[src/rtl/xg_mac_tx.sv]
// xg_mac_tx: AXI-Stream to XGMII (64-bit, one column per clock) transmit MAC.
// Wraps each frame in a start column (preamble + SFD), appends a CRC-32 FCS,
// terminates with /T/ (or /E/ /T/ on an errored or underrun frame), and
// enforces IFG_CYCLES idle columns after the column holding /T/.
//
// Parameters:
//   IFG_CYCLES   - full idle columns forced after the /T/ column
// Ports:
//   clock        - single clock
//   areset       - asynchronous active-high reset
//   saxis_tdata  - frame bytes, lane 0 = [7:0] = first on the wire
//   saxis_tkeep  - contiguous byte enables, partial only on the tlast beat
//   saxis_tvalid - beat valid
//   saxis_tready - beat accepted when tvalid && tready
//   saxis_tlast  - last beat of frame
//   saxis_tuser  - abort flag, sampled on the tlast beat
//   xgmii_d      - registered XGMII data, lane i = [8i+7:8i]
//   xgmii_c      - registered XGMII control, bit i = lane i
// Build option:
//   XG_MAC_TX_PAD_EN - zero-pad frames shorter than 60 bytes (pad is in the FCS)

module xg_mac_tx #(
    parameter int unsigned IFG_CYCLES = 1
) (
    input  logic        clock,
    input  logic        areset,
    input  logic [63:0] saxis_tdata,
    input  logic [7:0]  saxis_tkeep,
    input  logic        saxis_tvalid,
    output logic        saxis_tready,
    input  logic        saxis_tlast,
    input  logic        saxis_tuser,
    output logic [63:0] xgmii_d,
    output logic [7:0]  xgmii_c
);

    localparam logic [63:0] IDLE_D   = 64'h0707_0707_0707_0707;
    localparam logic [63:0] START_D  = 64'hD555_5555_5555_55FB;
    localparam logic [63:0] ABORT_D  = 64'h0707_0707_0707_FDFE;
    localparam logic [31:0] CRC_POLY = 32'hEDB8_8320;

    typedef enum logic [2:0] {
        S_IDLE, S_PREAMBLE, S_DATA, S_TAIL, S_IFG, S_DROP, S_PAD
    } state_t;

    localparam state_t AFTER_T = (IFG_CYCLES == 0) ? S_IDLE : S_IFG;

    function automatic logic [31:0] crc_step(input logic [31:0] crc,
                                             input logic [63:0] data,
                                             input logic [7:0]  keep);
        logic [31:0] r;
        r = crc;
        for (int unsigned i = 0; i < 8; i++) begin
            if (keep[i]) begin
                r = r ^ {24'h0, data[8*i +: 8]};
                for (int unsigned j = 0; j < 8; j++)
                    r = r[0] ? ((r >> 1) ^ CRC_POLY) : (r >> 1);
            end
        end
        return r;
    endfunction

    state_t       state, state_nxt;
    logic [31:0]  crc_q, crc_nxt, fcs;
    logic [63:0]  cur_data;
    logic [127:0] cur_wide;
    logic [7:0]   cur_keep;
    logic         cur_last, cur_err, pad_go;
    logic         beat_take, tail_load;
    logic [3:0]   n_bytes;
    logic [4:0]   t_pos;
    logic [127:0] end_d;
    logic [15:0]  end_c;
    logic [63:0]  col_d, tail_d;
    logic [7:0]   col_c, tail_c;
    logic [15:0]  ifg_cnt;
`ifdef XG_MAC_TX_PAD_EN
    logic [3:0]   beat_cnt;
    logic         err_q;
`endif

    // Beat presented to the CRC / column builder: the accepted AXI beat, or
    // a synthesized zero beat while padding.
    always_comb begin
        cur_data = '0;
        for (int unsigned i = 0; i < 8; i++)
            if (saxis_tkeep[i]) cur_data[8*i +: 8] = saxis_tdata[8*i +: 8];
        cur_keep = saxis_tkeep;
        cur_last = saxis_tlast;
        cur_err  = saxis_tuser;
        pad_go   = 1'b0;
`ifdef XG_MAC_TX_PAD_EN
        if (state == S_PAD) begin
            cur_data = '0;
            cur_last = (beat_cnt == 4'd7);
            cur_keep = cur_last ? 8'h0F : 8'hFF;
            cur_err  = err_q;
        end else if (state == S_DATA && saxis_tvalid && saxis_tlast && beat_cnt < 4'd7) begin
            cur_keep = 8'hFF;
            cur_last = 1'b0;
            pad_go   = 1'b1;
        end else if (state == S_DATA && saxis_tlast && beat_cnt == 4'd7 && !saxis_tkeep[3]) begin
            cur_keep = 8'h0F;
        end
`endif
    end

    assign cur_wide = {64'h0, cur_data};
    assign crc_nxt  = crc_step(crc_q, cur_data, cur_keep);
    assign fcs      = ~crc_nxt;

    // Two-column view of the frame end: data, FCS, optional /E/, /T/, /I/.
    // The upper column is held for TAIL when /T/ falls past lane 7.
    always_comb begin
        n_bytes = '0;
        for (int unsigned i = 0; i < 8; i++)
            n_bytes = n_bytes + 4'(cur_keep[i]);
        t_pos = 5'(n_bytes) + 5'd4 + 5'(cur_err);
        end_d = '0;
        end_c = '0;
        for (int unsigned i = 0; i < 16; i++) begin
            if (i < 32'(n_bytes)) begin
                end_d[8*i +: 8] = cur_wide[8*i +: 8];
            end else if (i < 32'(n_bytes) + 32'd4) begin
                end_d[8*i +: 8] = fcs[8*(i - 32'(n_bytes)) +: 8];
            end else if (i < 32'(t_pos)) begin
                end_d[8*i +: 8] = 8'hFE;
                end_c[i]        = 1'b1;
            end else if (i == 32'(t_pos)) begin
                end_d[8*i +: 8] = 8'hFD;
                end_c[i]        = 1'b1;
            end else begin
                end_d[8*i +: 8] = 8'h07;
                end_c[i]        = 1'b1;
            end
        end
    end

    always_comb begin
        state_nxt    = state;
        col_d        = IDLE_D;
        col_c        = 8'hFF;
        saxis_tready = 1'b0;
        beat_take    = 1'b0;
        tail_load    = 1'b0;
        case (state)
            S_IDLE: if (saxis_tvalid) state_nxt = S_PREAMBLE;
            S_PREAMBLE: begin
                col_d     = START_D;
                col_c     = 8'h01;
                state_nxt = S_DATA;
            end
            S_DATA, S_PAD: begin
                saxis_tready = (state == S_DATA);
                if (state == S_DATA && !saxis_tvalid) begin
                    col_d     = ABORT_D;
                    col_c     = 8'hFF;
                    state_nxt = S_DROP;
                end else begin
                    beat_take = 1'b1;
                    if (cur_last) begin
                        col_d = end_d[63:0];
                        col_c = end_c[7:0];
                        if (t_pos >= 5'd8) begin
                            tail_load = 1'b1;
                            state_nxt = S_TAIL;
                        end else begin
                            state_nxt = AFTER_T;
                        end
                    end else begin
                        col_d = cur_data;
                        col_c = 8'h00;
                        if (pad_go) state_nxt = S_PAD;
                    end
                end
            end
            S_TAIL: begin
                col_d     = tail_d;
                col_c     = tail_c;
                state_nxt = AFTER_T;
            end
            S_IFG: if (32'(ifg_cnt) + 32'd1 >= IFG_CYCLES) state_nxt = S_IDLE;
            S_DROP: begin
                saxis_tready = 1'b1;
                if (saxis_tvalid && saxis_tlast) state_nxt = AFTER_T;
            end
            default: state_nxt = S_IDLE;
        endcase
    end

    always_ff @(posedge clock or posedge areset) begin
        if (areset) begin
            state   <= S_IDLE;
            crc_q   <= '1;
            xgmii_d <= IDLE_D;
            xgmii_c <= '1;
            tail_d  <= IDLE_D;
            tail_c  <= '1;
            ifg_cnt <= '0;
        end else begin
            state   <= state_nxt;
            xgmii_d <= col_d;
            xgmii_c <= col_c;
            if (tail_load) begin
                tail_d <= end_d[127:64];
                tail_c <= end_c[15:8];
            end
            ifg_cnt <= (state == S_IFG) ? ifg_cnt + 16'd1 : '0;
            if (beat_take)
                crc_q <= cur_last ? '1 : crc_nxt;
            else if (state == S_IDLE)
                crc_q <= '1;
        end
    end

`ifdef XG_MAC_TX_PAD_EN
    always_ff @(posedge clock or posedge areset) begin
        if (areset) begin
            beat_cnt <= '0;
            err_q    <= 1'b0;
        end else begin
            if (state == S_IDLE)
                beat_cnt <= '0;
            else if (beat_take && beat_cnt != 4'd8)
                beat_cnt <= beat_cnt + 4'd1;
            if (pad_go) err_q <= saxis_tuser;
        end
    end
`endif

endmodule

[config.mk]
export PLATFORM = sky130hd
export DESIGN_NAME = xg_mac_tx
export DESIGN_NICKNAME = d
export VERILOG_FILES = /design/src/rtl/xg_mac_tx.sv
export SDC_FILE = /design/constraint.sdc
export NUM_CORES = 1
export LEC_CHECK = 0
export CORE_MARGIN = 2
export CORE_UTILIZATION = 40
export CTS_CLUSTER_DIAMETER = 100
export DETAILED_ROUTE_END_ITERATION = 12
export PLACE_DENSITY_LB_ADDON = 0.15
export RECOVER_POWER = 50
export SYNTH_ARGS = -nofsm -noshare
export SYNTH_HDL_FRONTEND = slang
export SYNTH_SLANG_ARGS = --single-unit
[constraint.sdc]
create_clock -name clock -period 9.5 [get_ports clock]
set_input_delay 2.375 -clock clock [delete_from_list [all_inputs] [get_ports clock]]
set_output_delay 2.375 -clock clock [all_outputs]
set_load 0.01 [all_outputs]
# --- Word level (Yosys, flattened, before mapping) ---
# Cells that the tools add are included.
totals:
  register_bits: 195
  in_bits: 77
  word_cells: 404
  out_inout_bits: 73
classes:
  muxes: 198
  bitwise_logic: 73
  order_cmp: 49
  n_shift: 16
  reduce_logical: 8
  eq_ne: 25
  addsub: 28
ops:
  columns: ["cell", "n"]
  rows:
  - ["$mux 32", 75]
  - ["$not 13->14", 64]
  - ["$mux 8", 73]
  - ["$shiftx 32x33->8", 16]
  - ["$xor 32x8->32", 8]
  - ["$lt 4x32->1 const A", 7]
  - ["$pmux 64 s3", 1]
  - ["$lt 3x32->1 const A", 4]
  - ["$mux 64", 2]
  - ["$lt 1x32->1 const A", 2]
  - ["$lt 2x32->1 const A", 2]
  - ["$lt 4x5->1 const A", 9]
  - ["$eq 4x5->1 const A", 8]
  - ["$sub 4x4->5 const A", 8]
  - ["$mux 1", 37]
  - ["$not 32->32", 1]
  - ["$lt 4x4->1 const A", 7]
  - ["$pmux 8 s3", 1]
  - ["$eq 3x5->1 const A", 4]
  - ["$lt 3x5->1 const A", 4]
  - ["$sub 3x4->5 const A", 4]
  - ["$mux 3", 6]
  - ["$pmux 3 s6", 1]
  - ["$add 16x1->17 const B", 1]
  - ["32 further kinds", 52]

# --- Logic depth before layout (Yosys ltp) ---
# Gate-level depths: netlist of run 1.
logic_depth:
  word_depth: 152
  depth_mapped: 37
  ltp_nobuf: 31

# --- Worst setup path before layout of run 1 ---
# OpenSTA, ideal clock, no wires.
synth_timing:
  path_type: "input to register"
  from: "in saxis_tdata[3]"
  to: "reg xgmii_d[25]"
  path_stages: 32
  arrival_ps: 11742
  required_time_ps: 9427
  setup_slack_ps: -2315
  n_path_buf: 1
  setup_ps: 73
  cell_sequence: "xnor2_2 -> xnor3_1 -> or3_1 -> a31oi_4 -> xor2_4 -> xnor3_1 -> mux2i_4 -> xnor2_2 -> xnor2_4 -> mux2_2 -> or3_1 -> buf_6 -> xor3_1 -> nor2b_1 -> a211oi_1 -> xnor3_1 -> a21oi_1 -> xnor2_1 -> xor2_1 -> xnor3_1 -> o21ai_2 -> xor2_2 -> xnor3_1 -> mux2i_4 -> xnor2_2 -> xnor3_1 -> xnor3_1 -> mux4_2 -> nand2_1 -> o21a_1 -> nand2_1 -> a21oi_1"
synth_between:
  elab_chain_len: 112
  word_cells_on_any_way: 148
  cone_classes: "shift (1); mux (78); bitwise (69)"
synth_lines:
  columns: ["element", "line_no", "source"]
  rows:
  - ["start: declaration", "27", "input logic [63:0] saxis_tdata,"]
  - ["$mux 8 *", "87", "if (saxis_tkeep[i]) cur_data[8*i +: 8] = saxis_tdata[8*i +: 8];"]
  - ["$xor 32x8->32 *", "55", "r = r ^ {24'h0, data[8*i +: 8]};"]
  - ["$mux 32 * (5 in a row)", "57", "r = r[0] ? ((r >> 1) ^ CRC_POLY) : (r >> 1);"]
  - ["$not 13->14 (no line) / $mux 32 (equally long branches)", null, null]
  - ["$mux 32 *", "57", null]
  - ["$not 13->14 (no line) / $mux 32 (equally long branches)", null, null]
  - ["$mux 32 * (2 in a row)", "57", null]
  - ["$mux 32 *", "54", "if (keep[i]) begin"]
  - ["(+92 left out)", null, null]
  - ["$not 32->32 *", "110", "assign fcs = ~crc_nxt;"]
  - ["$shiftx 32x33->8 *", "125", "end_d[8*i +: 8] = fcs[8*(i - 32'(n_bytes)) +: 8];"]
  - ["$mux 8 *", "124", "end else if (i < 32'(n_bytes) + 32'd4) begin"]
  - ["$mux 8 *", "122", "if (i < 32'(n_bytes)) begin"]
  - ["$mux 64 *", "161", "if (cur_last) begin"]
  - ["$mux 64 *", "155", "if (state == S_DATA && !saxis_tvalid) begin"]
  - ["$pmux 64 s3 *", "146", "case (state)"]
  - ["via col_d[25]", "74", "logic [63:0] col_d, tail_d;"]
  - ["end signal: assignment", "202", "xgmii_d <= col_d;"]
  - ["end: declaration", "33", "output logic [63:0] xgmii_d,"]
# The timed path passes the listed nets; every way through them passes the cells marked *.
# A chain may end at the register's enable or synchronous reset.

# --- Final worst setup path of run 1 ---
layout_timing:
  from: "in saxis_tdata[3]"
  to: "reg tail_d[1]"
layout_between:
  elab_chain_len: 109
  word_cells_on_any_way: 145
  cone_classes: "shift (1); mux (75); bitwise (69)"
layout_lines:
  columns: ["element", "line_no", "source"]
  rows:
  - ["$mux 8 *", "87", null]
  - ["$xor 32x8->32 *", "55", null]
  - ["$mux 32 * (5 in a row)", "57", null]
  - ["$not 13->14 (no line) / $mux 32 (equally long branches)", null, null]
  - ["$mux 32 *", "57", null]
  - ["$not 13->14 (no line) / $mux 32 (equally long branches)", null, null]
  - ["$mux 32 * (2 in a row)", "57", null]
  - ["$mux 32 *", "54", null]
  - ["(+86 left out)", null, null]
  - ["$mux 32 (3 in a row)", "57", null]
  - ["$mux 32 / $not 13->14 (equally long branches)", null, null]
  - ["$mux 32", "57", null]
  - ["$mux 32 *", "54", null]
  - ["$not 32->32 *", "110", null]
  - ["$shiftx 32x33->8 *", "125", null]
  - ["$mux 8 *", "124", null]
  - ["$mux 8 *", "122", null]
  - ["end signal: assignment", "205", "tail_d <= end_d[127:64];"]
  - ["end: declaration", "74", null]
# Every way passes the cells marked *; elsewhere a longest branch is shown, timed or not.

==> impl_summary.txt, run 1 <==
----------------------------------------------------
[Finish]
  Post-synthesis to final-layout area growth ... 57.0%
  Share of the core filled with cells ... 0.638
  Most common library cell in the layout ignoring fill and taps ... sky130_fd_sc_hd__buf_4
  Share of final-layout standard cells stronger than drive strength 1 ... 0.443
  Commonest non-fill, non-tap cells in the layout ... sky130_fd_sc_hd__buf_4, sky130_fd_sc_hd__nor2_1, sky130_fd_sc_hd__nand2_1
  Layout filler cell count ... 5284
  Cell area after layout ... 0.0395 mm^2
  Total Nets Final ... roughly 4000
  Count of placed standard cells in the final layout, fillers left out ... 4766

[Timing]
  Clock tree skew after final layout ... 0.0176 ns
  Period minus WS final ... 11.16 ns
  Worst hold slack across all endpoints ... 0.468 ns
  Final clock period utilization by the worst path ... 1.17
  Peak clock frequency supported by timing ... roughly 90 MHz
  Worst setup margin ... -1.66 ns
  Final count of hold timing violations ... 0
  Worst slew margin ... -2.82
  RSZ-0062 raised after global routing ... yes
  Worst slew pin tran ... 5.70 ns
  Setup-violating endpoint count in the final report ... 160
  Final-report max-slew violation count ... roughly 130

[Job]
  Number of maximum-capacitance constraint violations ... 1

[Logic synthesis]
  Post-synthesis instance total ... 2911
  Total standard cell area after synthesis ... 0.0252 mm^2
  Net count of the mapped netlist ... between 3000 and 4000
  Library cells used by synthesis ... 116
  Async S/R FF share, synth ... 1.00
  Synthesized area divided by synthesized cell count ... 8.65 um^2
  Yosys warning count ... 0
  Sequential area share after synthesis ... 0.199
  Main synth FF type ... sky130_fd_sc_hd__dfrtp_1
  Number of synthesized flops with an enable pin ... 0
  Number of synthesized register bits ... 195

[Placement]
  Sum of net half-perimeters after detailed placement ... ~97000 um
  DP Area ... roughly 0.034 mm^2
  Gp weighted congestion ... 1.03
  Placed cell count ... about 4600
  Port-buffer cells ... between 100 and 150

[Detailed routing]
  Via-per-instance ratio ... approximately 5.7
  Average wire per standard cell ... 25.5 um
  Post-DRT Antenna Nets ... 0
  First-pass DRT Iterations ... 5
  Wirelength, routed ... approximately 120000 um
  DRC violation count after routing ... 0
  Via Count ... around 27000
  First-iteration detailed-routing DRC count ... 2286

[Worst setup path]
  Setup Crit Path Kind ... input pin to flop
  Stage delay of the slowest cell on the critical path ... 0.50 ns
  Critical Path Sink Type ... flop
  Startpoint types ... input pin
  Critical path peak fanout ... 7
  Cell mode on critical path ... sky130_fd_sc_hd__buf_6
  Cell with the biggest individual delay on the critical path ... sky130_fd_sc_hd__or4_4
  Required @ worst endpoint ... between 9 and 10 ns
  Data arrival, critical path ... 11.56 ns

[Die]
  Width of the die ... 255 um
  Die span in y ... ~250 um
  Starting utilization of the core area ... 0.406
  Number of I/O pins ... 150
  Num rows ... 91
  Die Outline Area ... 0.0650 mm^2
  Area of the core region ... 0.0619 mm^2

[Hold path]
  Classification of the worst-slack hold path ... flop to flop

[Global route]
  Global-route usage over all layers ... 0.368
  Wire length of the first global-routing pass ... ~180000 um
  Total overflow reported by the global router ... 0
  Number of global-route vias before repair ... ~27000
  Maximum number of pins on one net before global-route repair ... 128
  Antenna violations before repair ... 7

[Clock tree]
  Number of CTS-inserted buffers ... 17
  Clock latency on the worst-skew pair ... about 0.47 ns
  Post-CTS Hold Fix Bufs ... 0
  Number of buffers on the longest clock path ... 2
  Num Clock Sinks ... 195
  H-tree levels ... 4
  Clock tree from TritonCTS ... done
  Clk pin slew, worst setup/hold paths ... 0.09 ns
  Root Driver ... sky130_fd_sc_hd__clkbuf_16

[Run status]
  Failing checks ... capacitance limit, slew limit, setup timing
  Status ... finished, violations left

----------------------------------------------------
==> worst max-delay path, delay by kind of cell <==
kind | cells | cell delay, ns
AOI/OAI and AO/OA | 11 | 2.78
xor gates and xnor gates | 13 | 3.34
buffers and inverters | 13 | 1.83
muxes | 1 | 0.19
and+or+nand+nor | 5 | 1.02
==> stage by stage <==
stage / TNS (ns) / setup slack, ns
finish: -219.78 / -1.66
global route: -251.89 / -1.86
CTS: -195.15 / -1.56
detailed placement: -412.82 / -2.91
global placement: -393.00 / -2.77
floorplan: -187.05 / -1.57
==> Yosys cell counts, types with 21 or more instances <==
cell type	instances	area share
sky130_fd_sc_hd__clkbuf_1	118	0.018
sky130_fd_sc_hd__xnor2_2	22	0.014
sky130_fd_sc_hd__a31oi_1	33	0.0082
sky130_fd_sc_hd__nor3_1	64	0.013
sky130_fd_sc_hd__a221o_1	40	0.016
sky130_fd_sc_hd__dfstp_2	96	0.10
sky130_fd_sc_hd__nor2_1	296	0.044
sky130_fd_sc_hd__nor4_1	24	0.0060
sky130_fd_sc_hd__xor2_1	127	0.044
sky130_fd_sc_hd__o221ai_1	23	0.0080
sky130_fd_sc_hd__mux2i_1	125	0.050
sky130_fd_sc_hd__dfrtp_1	99	0.098
sky130_fd_sc_hd__or3_1	22	0.0055
sky130_fd_sc_hd__a21o_1	33	0.0098
sky130_fd_sc_hd__xnor2_1	306	0.11
sky130_fd_sc_hd__a21oi_1	233	0.046
sky130_fd_sc_hd__a211oi_1	28	0.0084
sky130_fd_sc_hd__ha_1	25	0.012
sky130_fd_sc_hd__xor3_1	21	0.020
sky130_fd_sc_hd__nand4_1	22	0.0055
sky130_fd_sc_hd__mux2_2	31	0.014
sky130_fd_sc_hd__nand2_1	260	0.039
sky130_fd_sc_hd__o21ai_0	126	0.025
sky130_fd_sc_hd__nand2b_1	27	0.0067
sky130_fd_sc_hd__o211ai_1	28	0.0084
sky130_fd_sc_hd__nand3_1	80	0.016
sky130_fd_sc_hd__xnor3_1	99	0.089
sky130_fd_sc_hd__and2_1	38	0.0094
sky130_fd_sc_hd__inv_1	43	0.0064
sky130_fd_sc_hd__buf_1	32	0.0048
==> final cells by class <==
class,count,area [um^2],share of cell area
Antenna cell,4,10.0,0.000253
Timing Repair Buffer,1162,9770,0.247
Clock inverter,15,243,0.00614
Sequential cell,195,5000,0.127
Tap cell,837,1050,0.0265
Inverter,50,193,0.00488
Multi-Input combinational cell,2486,22800,0.578
Clock buffer,17,425,0.0108
==> routing by layer <==
layer  up-vias  share of wire  wire length [um]  track usage
met4         6          0.053              6480        0.187
met3       259          0.058              7020       0.0495
met2      1038           0.47             57700        0.611
li1      12500              -                 -            -
met5         -        0.00030                37            0
met1     13600           0.41             50500        0.470
==> registers in the layout, indices dropped and copies added (netlist names) <==
signal   count
ifg_cnt     16
state        3
xgmii_c      8
crc_q       32
xgmii_d     64
tail_c       8
tail_d      64
==> path summary, 6_finish.rpt <==
path                                to            from  slack (ns)  depth (start not counted)
setup / recovery             tail_d[1]  saxis_tdata[3]       -1.66                         43
hold / removal               tail_c[1]       tail_c[1]        0.47                          2
setup reg to reg             tail_d[1]        crc_q[3]       -0.24                         42
hold reg to reg              tail_c[1]       tail_c[1]        0.47                          2
max in group asynchronous  xgmii_d[54]          areset        2.65                          3
min in group asynchronous     state[0]          areset        4.13                          2
==> cells by family (layout without fill, tap and decap cells) <==
group                    after synthesis  count (layout)  synth area share
other                                  0               4                 0
adder cells (fa/ha/maj)               29              29            0.0156
buffers and inverters                230            1244            0.0375
AND/OR/NAND/NOR                      936             936             0.176
flip-flops                           195             195             0.199
multiplexers                         172             172            0.0762
XOR/XNOR                             598             598             0.294
AO/OA/AOI/OAI                        751             751             0.202
==> timing repair <==
item	CTS	global route
buffers inserted	114	81
pin swaps	144	126
setup endpoints to repair	160	160
gates resized for setup	421	253
gates cloned	1	0
Power of run 1 is left out: the tool's default activity adds up to more than one toggle a clock period on the data nets, which glitch-free logic cannot reach.
==> run 2: changes to the inputs <==
--- a/constraint.sdc
+++ b/constraint.sdc
@@ -3,2 +3,2 @@
 set_output_delay 2.375 -clock clock [all_outputs]
-set_load 0.01 [all_outputs]
+set_load 0.1 [all_outputs]
==> run 2 against run 1 <==
First-iteration DRC count about the same. Fmax about the same. The run still ends with capacitance limit, slew limit, setup timing left. Via count about the same. Die area unchanged. Critical endpoint unchanged. Count of clock-buffer cells in the layout unchanged.
==> impl_summary.txt, run 2 (synthesis results as in run 1) <==
----------------------------------------------------
[Run status]
  Status ... finished, violations left (unchanged)
  Failing checks ... capacitance limit, slew limit, setup timing (unchanged)

[Detailed routing]
  Via-per-instance ratio ... 5.74 (was 5.75)
  Top layer reached by signal wires ... met5 (unchanged)
  DRC violation count after routing ... 0 (unchanged)
  First-iteration detailed-routing DRC count ... 2288 (was 2286)
  Via Count ... 27400 (about the same)
  Routed met1 length ... 50300 um (was 50500 um)
  Average wire per standard cell ... 25.5 um (about the same)
  First-pass DRT Iterations ... 6 (was 5)
  Wire length on met3 ... 7200 um (was 7020 um)
  Wirelength, routed ... 122000 um (about the same)
  Post-DRT Antenna Nets ... 0 (unchanged)
  Total length of routed met2 wires ... 57700 um (about the same)

[Global route]
  Wire length of the first global-routing pass ... 176000 um (unchanged)
  Global-route usage over all layers ... 0.368 (unchanged)
  Maximum number of pins on one net before global-route repair ... 128 (unchanged)
  Total overflow reported by the global router ... 0 (unchanged)
  Antenna violations before repair ... 7 (unchanged)
  Number of global-route vias before repair ... 27400 (unchanged)

[Worst setup path]
  Required @ worst endpoint ... 9.90 ns (about the same)
  Startpoint types ... input pin (unchanged)
  Launch instance of the worst register-to-register path ... crc_q[3] (unchanged)
  Cell with the biggest individual delay on the critical path ... sky130_fd_sc_hd__or4_4 (unchanged)
  Crit path buf inv count ... 13 (unchanged)
  Critical path peak fanout ... 7 (unchanged)
  Stage delay of the slowest cell on the critical path ... 0.50 ns (about the same)
  Data arrival, critical path ... 11.56 ns (about the same)
  Cell family with the largest share of critical-path delay ... XOR/XNOR gates (unchanged)
  Setup Crit Path Kind ... input pin to flop (unchanged)
  Critical Path Sink Type ... flop (unchanged)
  Cell mode on critical path ... sky130_fd_sc_hd__buf_6 (unchanged)
  Critical path startpoint ... saxis_tdata[3] (unchanged)

[Timing]
  Worst slew margin ... -2.82 (about the same)
  RSZ-0062 raised after global routing ... yes (unchanged)
  Worst slew pin tran ... 5.69 ns (was 5.70 ns)
  Clock tree skew after final layout ... 0.0183 ns (was 0.0176 ns)
  Final count of hold timing violations ... 0 (unchanged)
  Setup-violating endpoint count in the final report ... 160 (unchanged)
  Final clock period utilization by the worst path ... 1.17 (about the same)
  Peak clock frequency supported by timing ... 89.6 MHz (about the same)
  Worst setup margin ... -1.66 ns (about the same)
  Final-report max-slew violation count ... 198 (was 128)
  Period minus WS final ... 11.16 ns (about the same)

[Die]
  Die span in y ... 255 um (unchanged)
  Area of the core region ... 0.0619 mm^2 (unchanged)
  Width of the die ... 255 um (unchanged)
  Number of I/O pins ... 150 (unchanged)
  Num rows ... 91 (unchanged)
  Starting utilization of the core area ... 0.406 (unchanged)
  Die Outline Area ... 0.0650 mm^2 (unchanged)

[Job]
  Number of maximum-capacitance constraint violations ... 2 (was 1)

[Finish]
  Layout filler cell count ... 5285 (was 5284)
  Largest registers ranked by flip-flop count ... tail_d: 64 flops, xgmii_d: 64 flops, crc_q: 32 flops (unchanged)
  Area used by multi-input combinational logic ... 0.0228 mm^2 (unchanged)
  Post-synthesis to final-layout area growth ... 57.0% (about the same)
  Total Nets Final ... 4018 (unchanged)
  Share of final-layout standard cells stronger than drive strength 1 ... 0.443 (about the same)
  Most common library cell in the layout ignoring fill and taps ... sky130_fd_sc_hd__buf_4 (unchanged)
  Count of placed standard cells in the final layout, fillers left out ... 4766 (unchanged)
  Area used by sequential logic in the layout ... 0.00500 mm^2 (unchanged)
  Commonest non-fill, non-tap cells in the layout ... sky130_fd_sc_hd__buf_4, sky130_fd_sc_hd__nor2_1, sky130_fd_sc_hd__nand2_1 (unchanged)

[Clock tree]
  Clock tree from TritonCTS ... done (unchanged)
  Number of CTS-inserted buffers ... 17 (unchanged)
  H-tree levels ... 4 (unchanged)
  Clock latency on the worst-skew pair ... 0.47 ns (about the same)
  Root Driver ... sky130_fd_sc_hd__clkbuf_16 (unchanged)
  Clk pin slew, worst setup/hold paths ... 0.09 ns (about the same)
  Number of buffers on the longest clock path ... 2 (unchanged)
  Num Clock Sinks ... 195 (unchanged)

[Placement]
  Gp weighted congestion ... 1.03 (unchanged)
  Sum of net half-perimeters after detailed placement ... 96500 um (unchanged)
  Port-buffer cells ... 149 (unchanged)
  Placed cell count ... 4556 (unchanged)

[Hold path]
  Classification of the worst-slack hold path ... flop to flop (unchanged)
  Hold path start ... tail_c[1] (unchanged)

----------------------------------------------------
[run 2: final timing paths]
check | end | slack (ns) | cells after the start
max in group asynchronous | xgmii_d[54] | 1.87 | 3
max | tail_d[1] | -1.66 | 43
max reg2reg | tail_d[1] | -0.24 | 42
min reg2reg | tail_c[1] | 0.47 | 2
min | tail_c[1] | 0.47 | 2
min in group asynchronous | state[0] | 4.13 | 2
[run 2: final cells by class]
type,instances,area share
repair buffers,1162,0.247
flip-flops and latches,195,0.127
clock inverters,15,0.00614
diodes,4,0.000253
inverters,50,0.00488
clock buffers,17,0.0108
multi-input cells,2486,0.578
well taps,837,0.0265
[run 2: routing by layer]
layer,up-vias,GRT usage
met5,-,0
met4,6,0.187
li1,12500,-
met1,13600,0.470
met3,246,0.0495
met2,1038,0.611
[run 2: worst register-to-register path: cells and delay by family (launching register included)]
kind | cells | cell delay, ns
and+or+nand+nor | 5 | 1.03
muxes | 1 | 0.19
DFF | 1 | 0.65
buffers and inverters | 12 | 1.73
xor gates and xnor gates | 13 | 3.29
AOI/OAI and AO/OA | 11 | 2.78
[run 2: through the flow]
step | worst slack, ns | hold WS [ns] | setup TNS, ns | utilization | area (um^2)
floorplan | -1.57 | 0.439 | -187.05 | - | 25900
global route | -1.86 | 0.502 | -251.89 | 0.638 | 39500
global placement | -2.77 | 0.450 | -393.00 | 0.551 | 34100
detailed placement | -2.91 | 0.457 | -412.82 | 0.551 | 34100
CTS | -1.56 | 0.470 | -195.15 | 0.609 | 37700
finish | -1.66 | 0.468 | -220.00 | 0.638 | 39500
[run 2: repair_timing]
item / in CTS / in global routing
hold buffers: 0 / 0
gates cloned: 1 / 0
gates resized for setup: 421 / 253
setup buffers: 114 / 81
hold endpoints to repair: 0 / 0
pin swaps: 144 / 126
setup endpoints to repair: 160 / 160
Power of run 2 is left out for the same reason.
